--- src/rtl/raiden_bcd_pkg.sv ---
// raiden_bcd_pkg: shared BCD widths, FSM encoding and digit-range helper for the BCD/binary converters
package raiden_bcd_pkg;
  localparam int BCD_DIGIT_W = 4;
  localparam int DIGITS = 3;
  localparam int BIN_W = 10;
  localparam int BCD_MAX_DIGIT = 9;
  localparam logic [1:0] S_IDLE = 2'd0;
  localparam logic [1:0] S_SHIFT = 2'd1;
  localparam logic [1:0] S_DONE = 2'd2;
  function automatic logic digit_bad(input logic [BCD_DIGIT_W-1:0] d);
    return d > BCD_DIGIT_W'(BCD_MAX_DIGIT);
  endfunction
endpackage

--- src/rtl/bcd_digit_corr.sv ---
// bcd_digit_corr: reverse double-dabble digit fix-up, subtract 3 from any digit of 8 or more
module bcd_digit_corr
  import raiden_bcd_pkg::*;
(
  input  logic [BCD_DIGIT_W-1:0] i_digit,
  output logic [BCD_DIGIT_W-1:0] o_digit
);
  always_comb o_digit = i_digit[BCD_DIGIT_W-1] ? i_digit - BCD_DIGIT_W'(3) : i_digit;
endmodule

--- src/rtl/bcd_to_bin_seq.sv ---
// bcd_to_bin_seq: sequential BCD-to-binary converter, one shift per clock; BCD2BIN_RANGE_CHECK_EN enables digit range check
module bcd_to_bin_seq #(
  parameter int DIGITS = raiden_bcd_pkg::DIGITS,
  parameter int BIN_W = raiden_bcd_pkg::BIN_W
) (
  input  logic             clock,
  input  logic             reset,
  input  logic             start,
  input  logic [3:0]       Hundreds,
  input  logic [3:0]       Tens,
  input  logic [3:0]       Ones,
  output logic [BIN_W-1:0] binary,
  output logic             busy,
  output logic             done,
  output logic             err
);
  import raiden_bcd_pkg::*;
  localparam int BW = BCD_DIGIT_W * DIGITS;
  localparam int CW = $clog2(BIN_W + 1);
  logic [1:0]       r_state;
  logic [BW-1:0]    r_bcd, w_bcd_sh, w_bcd_nx;
  logic [BIN_W-1:0] r_bin, w_bin_nx, r_binary;
  logic [CW-1:0]    r_cnt;
  logic             r_err, w_bad;
  assign {w_bcd_sh, w_bin_nx} = {r_bcd, r_bin} >> 1;
  for (genvar d = 0; d < DIGITS; d++) begin : g_corr
    bcd_digit_corr u_corr (
      .i_digit(w_bcd_sh[d*BCD_DIGIT_W +: BCD_DIGIT_W]),
      .o_digit(w_bcd_nx[d*BCD_DIGIT_W +: BCD_DIGIT_W])
    );
  end
`ifdef BCD2BIN_RANGE_CHECK_EN
  assign w_bad = digit_bad(Hundreds) | digit_bad(Tens) | digit_bad(Ones);
`else
  assign w_bad = 1'b0;
`endif
  always_ff @(posedge clock) begin
    if (reset) begin
      r_state  <= S_IDLE;
      r_bcd    <= '0;
      r_bin    <= '0;
      r_cnt    <= '0;
      r_binary <= '0;
      r_err    <= 1'b0;
    end else begin
      case (r_state)
        S_IDLE: if (start) begin
          r_err   <= w_bad;
          r_bcd   <= {Hundreds, Tens, Ones};
          r_bin   <= '0;
          r_cnt   <= CW'(BIN_W);
          r_state <= w_bad ? S_DONE : S_SHIFT;
          if (w_bad) r_binary <= '1;
        end
        S_SHIFT: begin
          r_bcd <= w_bcd_nx;
          r_bin <= w_bin_nx;
          r_cnt <= r_cnt - CW'(1);
          // last shift lands directly in the output register
          if (r_cnt == CW'(1)) begin
            r_state  <= S_DONE;
            r_binary <= w_bin_nx;
          end
        end
        default: r_state <= S_IDLE;
      endcase
    end
  end
  assign binary = r_binary;
  assign busy   = r_state == S_SHIFT;
  assign done   = r_state == S_DONE;
  assign err    = r_err;
endmodule

--- config.mk ---
export PLATFORM = sky130hd
export DESIGN_NAME = bcd_to_bin_seq
export DESIGN_NICKNAME = d
export VERILOG_FILES = /design/src/rtl/raiden_bcd_pkg.sv /design/src/rtl/bcd_digit_corr.sv /design/src/rtl/bcd_to_bin_seq.sv
export SDC_FILE = /design/constraint.sdc
export NUM_CORES = 1
export LEC_CHECK = 0
export CAP_MARGIN = 15
export CORE_ASPECT_RATIO = 0.6
export CORE_MARGIN = 3
export CORE_UTILIZATION = 44
export CTS_BUF_LIST = sky130_fd_sc_hd__clkbuf_8
export CTS_CLUSTER_SIZE = 20
export DETAILED_ROUTE_END_ITERATION = 8
export GPL_TIMING_DRIVEN = 0
export PLACE_DENSITY_LB_ADDON = 0.15
export REMOVE_ABC_BUFFERS = 1
export SLEW_MARGIN = 20
export SYNTH_ARGS = -nofsm -noshare
export SYNTH_HDL_FRONTEND = slang
export SYNTH_SLANG_ARGS = --single-unit
--- constraint.sdc ---
create_clock -name clock -period 3 [get_ports clock]
set_input_delay 0.6 -clock clock [delete_from_list [all_inputs] [get_ports clock]]
set_output_delay 0.6 -clock clock [all_outputs]
set_load 0.05 [all_outputs]
# Word-level counts from Yosys, hierarchy flattened
# Index checks and enable logic that the tools add are counted.
[op_classes] n_addsub=3 n_eq_ne=5 n_mux=11 n_reduce_logical=5
[ops] cell="one-hot mux 12 bit (2 select lines)" n=1
[ops] cell="one-hot mux 10 bit (2 select lines)" n=1
[ops] cell="two-way mux 12 bit" n=1
[ops] cell="two-way mux 4 bit" n=3
[ops] cell="two-way mux 10 bit" n=1
[ops] cell="one-hot mux 4 bit (2 select lines)" n=1
[ops] cell="subtractor 4 x 2 -> 4 bit, second input constant" n=2
[ops] cell="AND reduction 2 bit" n=3
[ops] cell="equality test 4 x 1 -> 1 bit, second input constant" n=1
[ops] cell="two-way mux 2 bit" n=2
[ops] cell="one-hot mux 2 bit (2 select lines)" n=1
[ops] cell="subtractor 4 x 1 -> 4 bit, second input constant" n=1
[ops] cell="equality test 2 x 1 -> 1 bit, second input constant" n=1
[ops] cell="equality test 2 bit, second input constant" n=1
[ops] cell="zero test 2 bit" n=1
[ops] cell="inequality test 2 x 1 -> 1 bit, second input constant" n=1
[ops] cell="inequality test 2 bit, second input constant" n=1
[ops] cell="nonzero test 2 bit" n=1
[totals] ff_bits=38 in_bits=15 output_inout_bits=13 wordCells=29

# Longest topological paths before layout
# Gate-level depths: netlist (run 1).
[depth] ltp_word=3 ltp_mapped=6 ltp_nobuf=5

# Modules after synthesis
# Synthesis (run 1) repeated with hierarchy kept, for this count alone.
[unflattened] cells_unflattened=186 hier_area_um2=1764.2
[modules_own_cells] mod="bcd_to_bin_seq" n_inst=1 cells_each=165 area_each_um2=1576.5 seq_area_each_um2=740.7
[modules_own_cells] mod="bcd_digit_corr" n_inst=3 cells_each=7 area_each_um2=62.6 seq_area_each_um2=0.0

# Worst setup path after synthesis (run 1)
# Ideal clock, no wire load.
[synth_path] path_type="reg-to-output" from="reg r_state[1]" to="out done" arrival_ns=1.291 t_required_ns=2.400 setup_slack_ns=1.109 path_stages_with_launch=3 path_buffers=1 cell_sequence="dfxtp_1 clkbuf_1 nor2b_1"
[synth_between] elab_chain_cells=1
[synth_rtl] element="from (decl)" line="bcd_to_bin_seq.sv:20" rtl="logic [1:0] r_state;"
[synth_rtl] element="from (signal assigned)" line="bcd_to_bin_seq.sv:52" rtl="r_state <= w_bad ? S_DONE : S_SHIFT;"
[synth_rtl] element="equality test 2 bit" line="bcd_to_bin_seq.sv:71" rtl="assign done = r_state == S_DONE;"
[synth_rtl] element="to (decl)" line="bcd_to_bin_seq.sv:14" rtl="output logic done,"
# No other way between the ends.

# Worst setup path in the final report (run 1)
[layout_path] from="reg r_state[1]" to="out busy"
[layout_between] elab_chain_cells=1
[layout_rtl] element="equality test 2 x 1 -> 1 bit" line="bcd_to_bin_seq.sv:70" rtl="assign busy = r_state == S_SHIFT;"
[layout_rtl] element="to (decl)" line="bcd_to_bin_seq.sv:13" rtl="output logic busy,"
# No other way between the ends.

==> metrics.cfg, run 1 <==
[global_route]
grt_pass1_wl_um=5850
grt_use_met3_pct=5.44
grt_overflow_total=0
grt_max_degree=32
track_usage_pct=16.9
grt.met1_usage_pct=21.9
antenna_found_initial=0
grt_pass1_vias=1259
met2_usage_pct=26.5
busiest_layer=met2

[clock_tree]
htreeDepth=2
clk_pin_slew_ns=0.07
cts_root_buffer=clkbuf_8
clk_latency_ns=0.29
numCtsBuffers=5
post_cts_resized=2
cts.sinks=37
postCtsSetupBuffers=0
ctsHoldBuffers=0
cts_tree=built
cts.path.max_buffers=2

[detailed_routing]
post_drt_wl_per_cell_um=14.2
drt_iter0_drc=102
viasPerCell=5.47
dr.pass1.iters=4
drtAntennaViolNets=0
remaining_drc_errors=0
wl_um=3480
num_vias=1340

[sta]
fin_crit_ns=2.52
tightest_slew_ns=0.984
max-slew-margin-rel_pct=34.2
min_period_over_period_pct=84.0
slew_viol_final=0
setup_viol=0
max_freq_mhz=397
finClkSkew_ns=0.00425
fin_ws_ns=0.480
hold_viol=0
rsz0062_at_grt=false

[min_path]
hp-class=reg -> reg
hold_depth=2
min_from=binary[9]$_SDFFE_PP0P_
min_to=binary[9]$_SDFFE_PP0P_

[worst_setup_path]
r2r_setup_slack_ns=1.17
rr_worst_depth=4
cp-end-kind=primary output
max_stage_delay_ns=0.52
arrival_ns=1.92
r2r_end=r_bcd[7]$_SDFFE_PP0P_
cp.required_ns=2.40
cp-startpoint=r_state[1]$_SDFFE_PP0P_
worst_setup_path_start_kind=register
critical_path_class=reg -> out
path_delay_family=buffers and inverters
slowest_stage=dfxtp_1
cp_num_buf_inv=2
r2r-start=r_state[1]$_SDFFE_PP0P_
cp_max_fo=31
cp_cell_sequence=nand2b_4 -> clkinv_1 -> dlymetal6s2s_1

[synth]
synthTopCellsByArea=dfxtp_1 (45%), a22o_1 (4.8%), a21oi_1 (4.6%)
syn-instance-count=180
synth_seq_area_share_pct=45.4
synth-main-ff-cell=dfxtp_1
yosysWarnings=0
synth_common_cells=dfxtp_1 (37), a21oi_1 (15), nor2_1 (14)
synth_most_common_cell=dfxtp_1
yosysTopAreaCell=dfxtp_1
synth_edf_count=0
syn_area_um2=1630
synth_cell_types=35
syn_avg_cell_area_um2=9.07
synth.top_cell.area_share_pct=45.4
ys_seq_elements=37
postSynth.asyncResetShare_pct=0

[floorplanning]
ios=28
die-area_um2=4500
fp.dieH_um=53.2
fp.dieW_um=84.6
start_util_pct=48.0
num_rows=16
core_um2=3400

[cells_and_area]
final-instance-count-excl-fill=245
syn_to_final_growth_pct=21.3
diodes=0
drive_above_1_share_pct=5.00
fill_cells=298
nNetsFinal=219
final_util_pct=58.2

[power]
irDropWorstVdd_v=0.000294
powerDensity_nw_per_um2=526
p_leak_nw=0.732

[place]
hpwl_um=2440
preCtsSetupSlack_ns=-0.290
routabilityCongestion=0.777
port_buffers=26
place_inst=238

[run]
maxCapViolations=0

[run_status]
outcome=complete, no violations

==> how the worst max path moves through the flow <==
stage                     depth (start not counted)               endpoint  slack [ns]
after floorplan                                   4  r_bcd[3]$_SDFFE_PP0P_        0.76
after global placement                            3                   busy       -0.29
after detailed placement                          3                   busy       -0.29
after CTS                                         3                   busy        0.08
after global routing                              3                   busy        0.36
final                                             3                   busy        0.48
==> layer usage <==
| layer | vias to the layer above | part of all wire (%) |
|---|---|---|
| li1 | 669 | - |
| met1 | 631 | 48 |
| met2 | 33 | 46 |
| met3 | 7 | 5.2 |
| met4 | 0 | 1.6 |
| met5 | - | 0 |
==> power breakdown <==
part / switching, W / total, W / internal (W)
clock network: 0.000168 / 0.000347 / 0.000179
logic: 0.0000842 / 0.000151 / 0.0000672
registers: 0.0000266 / 0.000542 / 0.000516
==> worst register-to-register path: stages (launching register included) <==
cell	delay, ns
dfxtp_1	0.52
nand2b_4	0.38
clkinv_1	0.33
a311oi_1	0.36
nor4_1	0.09
==> kinds of logic after synthesis <==
kind of cell    count (synthesis)  synth area share [%]
simple gates                   52                  18.0
compound gates                 50                  20.6
xor+xnor                        5                  2.68
flops                          37                  45.4
buf+inv                        26                  6.97
mux                             5                  3.07
other cells                     1                 0.230
fa+ha+maj                       4                  3.07
==> layout make-up <==
class | count | area (um^2) | share of cell area [%]
Clock inverter | 1 | 3.75 | 0.190
Sequential cell | 37 | 741 | 37.4
Multi-Input combinational cell | 117 | 786 | 39.7
Clock buffer | 6 | 82.6 | 4.17
Tap cell | 45 | 56.3 | 2.84
Timing Repair Buffer | 26 | 263 | 13.3
Inverter | 13 | 48.8 | 2.46
==> state kept, by name, indices dropped and copies added (netlist names) <==
register and count:
r_state 2, r_bcd 12, r_bin 9, binary 10, r_cnt 4
==> metrics by stage <==
| step | total power (W) | instance area, um^2 | hold slack [ns] | TNS [ns] |
|---|---|---|---|---|
| final | 0.00104 | 1980 | 0.474 | 0 |
| after CTS | 0.00105 | 1980 | 0.478 | 0 |
| after floorplan | 0.000646 | 1570 | 0.439 | 0 |
| after global placement | 0.000698 | 1880 | 0.454 | -0.295 |
| after detailed placement | 0.000704 | 1880 | 0.469 | -0.290 |
| after global routing | 0.00109 | 1980 | 0.503 | 0 |
==> cells in the final DEF, fill, tap and decap left out, drive strengths merged, types with 2 or more instances in the layout <==
cell,instances
a211oi,4
a21oi,15
a22o,9
a22oi,2
a311oi,2
a32o,2
clkbuf,6
clkdlybuf4s50,25
dfxtp,37
ha,4
inv,13
mux2i,5
nand2,4
nand2b,9
nor2,14
nor2b,2
nor3,5
nor4,2
o21ai,10
o2bb2ai,2
or3,10
or3b,4
xnor2,2
xor2,3
Note: power is estimated with default switching activity, not from simulation.
==> run 2, diff against run 1 <==
==> constraint.sdc (replaced) <==
create_clock -name clock -period 2.6 [get_ports clock]
set_input_delay 0.52 -clock clock [delete_from_list [all_inputs] [get_ports clock]]
set_output_delay 0.52 -clock clock [all_outputs]
set_load 0.05 [all_outputs]
==> run 2 against run 1 <==
Sequential power grew 16%; worst hold slack hardly changed; via count is 0.60% lower; flip-flop and latch count is the same; combinational power grew 17%; clock skew fell by 0.0017 ns; first-iteration DRC count rose by 4.9%; total power increased by 16%; clock power rose by 16%; non-clock buffer count is the same; critical endpoint unchanged; highest routed layer unchanged.
==> metrics.cfg, run 2 (synthesis results as in run 1) <==
[cells_and_area]
mostFrequentLayoutCells=dfxtp_1 (37), clkdlybuf4s50_1 (25), a21oi_1 (15)
fin_area_um2=1990  ; +0.25%
layout_commonest_cell=dfxtp_1
largest_reg_flops=12  ; unchanged
diodes=0  ; unchanged
drive_above_1_share_pct=5.47  ; +0.47 points
fill_cells=299  ; +0.34%
syn_to_final_growth_pct=21.6
nNetsFinal=220  ; +0.46%
largest_register=r_bcd
final_util_pct=58.3  ; +0.15 points

[clock_tree]
ctsHoldBuffers=0  ; unchanged
clk_latency_ns=0.29  ; about the same
cts_root_buffer=clkbuf_8
clk_pin_slew_ns=0.07  ; about the same
cts.path.max_buffers=2  ; unchanged
postCtsSetupBuffers=0  ; unchanged
cts_tree=built
cts.sinks=37  ; unchanged
htreeDepth=2  ; unchanged
numCtsBuffers=5  ; unchanged

[worst_setup_path]
worst_setup_path_start_kind=register
slowest_stage=dfxtp_1
cp.required_ns=2.08  ; -0.32 ns
cp-end-kind=primary output
arrival_ns=1.98  ; +0.06 ns
cp_num_buf_inv=2  ; unchanged
path_delay_family=buffers and inverters
cp_cell_sequence=nand2b_4 -> clkinv_1 -> dlygate4sd2_1
critical_path_class=reg -> out
cp_max_fo=16  ; -48%
max_stage_delay_ns=0.54  ; +0.02 ns

[floorplanning]
core_um2=3400  ; unchanged
fp.dieW_um=84.6  ; unchanged
die-area_um2=4500  ; unchanged
ios=28  ; unchanged
fp.dieH_um=53.2  ; unchanged
num_rows=16  ; unchanged
start_util_pct=48.0  ; unchanged

[sta]
min_period_over_period_pct=96.2
setup_viol=0  ; unchanged
max-slew-margin-rel_pct=32.5  ; -1.7 points
tightest_slew_ns=1.01  ; +0.0258 ns
rsz0062_at_grt=false
fin_crit_ns=2.50
max_freq_mhz=400
hold_slack_ns=0.475  ; +0.000103 ns
slew_viol_final=0  ; unchanged
finalSetupTns_ns=0  ; unchanged
finClkSkew_ns=0.00250  ; -0.00174 ns
fin_ws_ns=0.0978  ; -0.382 ns
hold_viol=0  ; unchanged

[global_route]
grt_max_degree=32  ; unchanged
grt_overflow_total=0  ; unchanged
grt_pass1_vias=1259  ; unchanged
track_usage_pct=16.9  ; unchanged
grt_pass1_wl_um=5850  ; unchanged
antenna_found_initial=0  ; unchanged

[detailed_routing]
drt_iter0_drc=107  ; +4.9%
dr.pass1.iters=4  ; unchanged
num_vias=1332  ; -0.60%
remaining_drc_errors=0  ; unchanged
drtAntennaViolNets=0  ; unchanged
viasPerCell=5.41  ; -1.0%
post_drt_wl_per_cell_um=14.7  ; +3.3%
wl_um=3610  ; +3.7%

[place]
preCtsSetupSlack_ns=-0.610  ; -0.320 ns
hpwl_um=2440  ; unchanged
port_buffers=26  ; unchanged
routabilityCongestion=0.777  ; unchanged
placed_area_um2=1880  ; unchanged

[run]
maxCapViolations=0  ; unchanged

[run_status]
outcome=complete, no violations

[power]
powerDensity_nw_per_um2=606  ; +15%
irDropWorstVdd_v=0.000337  ; +15%
p_leak_nw=0.724  ; -1.2%

[min_path]
hp-class=reg -> reg

## run 2: cell count changes in the layout (fill, tap and decap cells not counted), sizes merged
cell	before	now
dlygate4sd2	0	1
dlymetal6s2s	1	0
nand2b	9	10
## run 2: what timing repair did
action	in CTS	in global routing
resized for setup	3	0
setup endpoints to repair	1	1
endpoints found under the hold margin	0	0
cloned	0	1
pin swaps	0	0
## run 2: worst register-to-register path, cell delays in order, from the launching register on
cell	delay [ns]
dfxtp_1	0.66
nand2b_4	0.23
nor2_1	0.62
a22o_1	0.23
## run 2: layout make-up
| cell class | count | area [um^2] | area share (%) |
|---|---|---|---|
| tap | 45 | 56.3 | 2.84 |
| sequential | 37 | 741 | 37.3 |
| clock inverter | 1 | 3.75 | 0.189 |
| inverter | 13 | 48.8 | 2.46 |
| multi-input combinational | 118 | 795 | 40.0 |
| timing repair buffer | 26 | 259 | 13.0 |
| clock buffer | 6 | 82.6 | 4.16 |
## run 2: report_power, final
part | leakage (nW) | total [W] | internal (W) | switching [W]
Clock | 0.0485 | 0.000401 | 0.000206 | 0.000194
Sequential | 0.302 | 0.000627 | 0.000595 | 0.0000316
Combinational | 0.374 | 0.000176 | 0.0000773 | 0.0000990
## run 2: path summary, 6_finish.rpt
check	startpoint	end	slack, ns	cells after the start
hold / removal	binary[9]$_SDFFE_PP0P_	binary[9]$_SDFFE_PP0P_	0.47	2
hold reg to reg	binary[9]$_SDFFE_PP0P_	binary[9]$_SDFFE_PP0P_	0.47	2
setup / recovery	r_state[1]$_SDFFE_PP0P_	busy	0.1	3
setup reg to reg	r_state[0]$_SDFFE_PP0P_	r_bin[7]$_SDFFE_PP0P_	0.80	3
## run 2: through the flow
step                std cells  power (W)
floorplan                 167   0.000746
CTS                       245    0.00121
global placement          238   0.000806
global route              246    0.00126
finish                    246    0.00120
detailed placement        238   0.000812
## run 2: layer usage
layer | vias to the layer above | wire length (um) | global-route usage (%)
li1 | 667 | - | -
met1 | 636 | 1730 | 21.9
met2 | 25 | 1690 | 26.5
met3 | 4 | 155 | 5.44
met4 | 0 | 36 | 6.58
met5 | - | 0 | 0
==> run 3, diff against run 2 <==
--- a/config.mk
+++ b/config.mk
@@ -15,7 +15,6 @@
 export GPL_TIMING_DRIVEN = 0
 export PLACE_DENSITY_LB_ADDON = 0.15
 export REMOVE_ABC_BUFFERS = 1
-export SLEW_MARGIN = 20
 export SYNTH_ARGS = -nofsm -noshare
 export SYNTH_HDL_FRONTEND = slang
 export SYNTH_SLANG_ARGS = --single-unit
==> results of run 3 <==
Same layout as run 2: the final DEF is identical, and so are final timing and power.
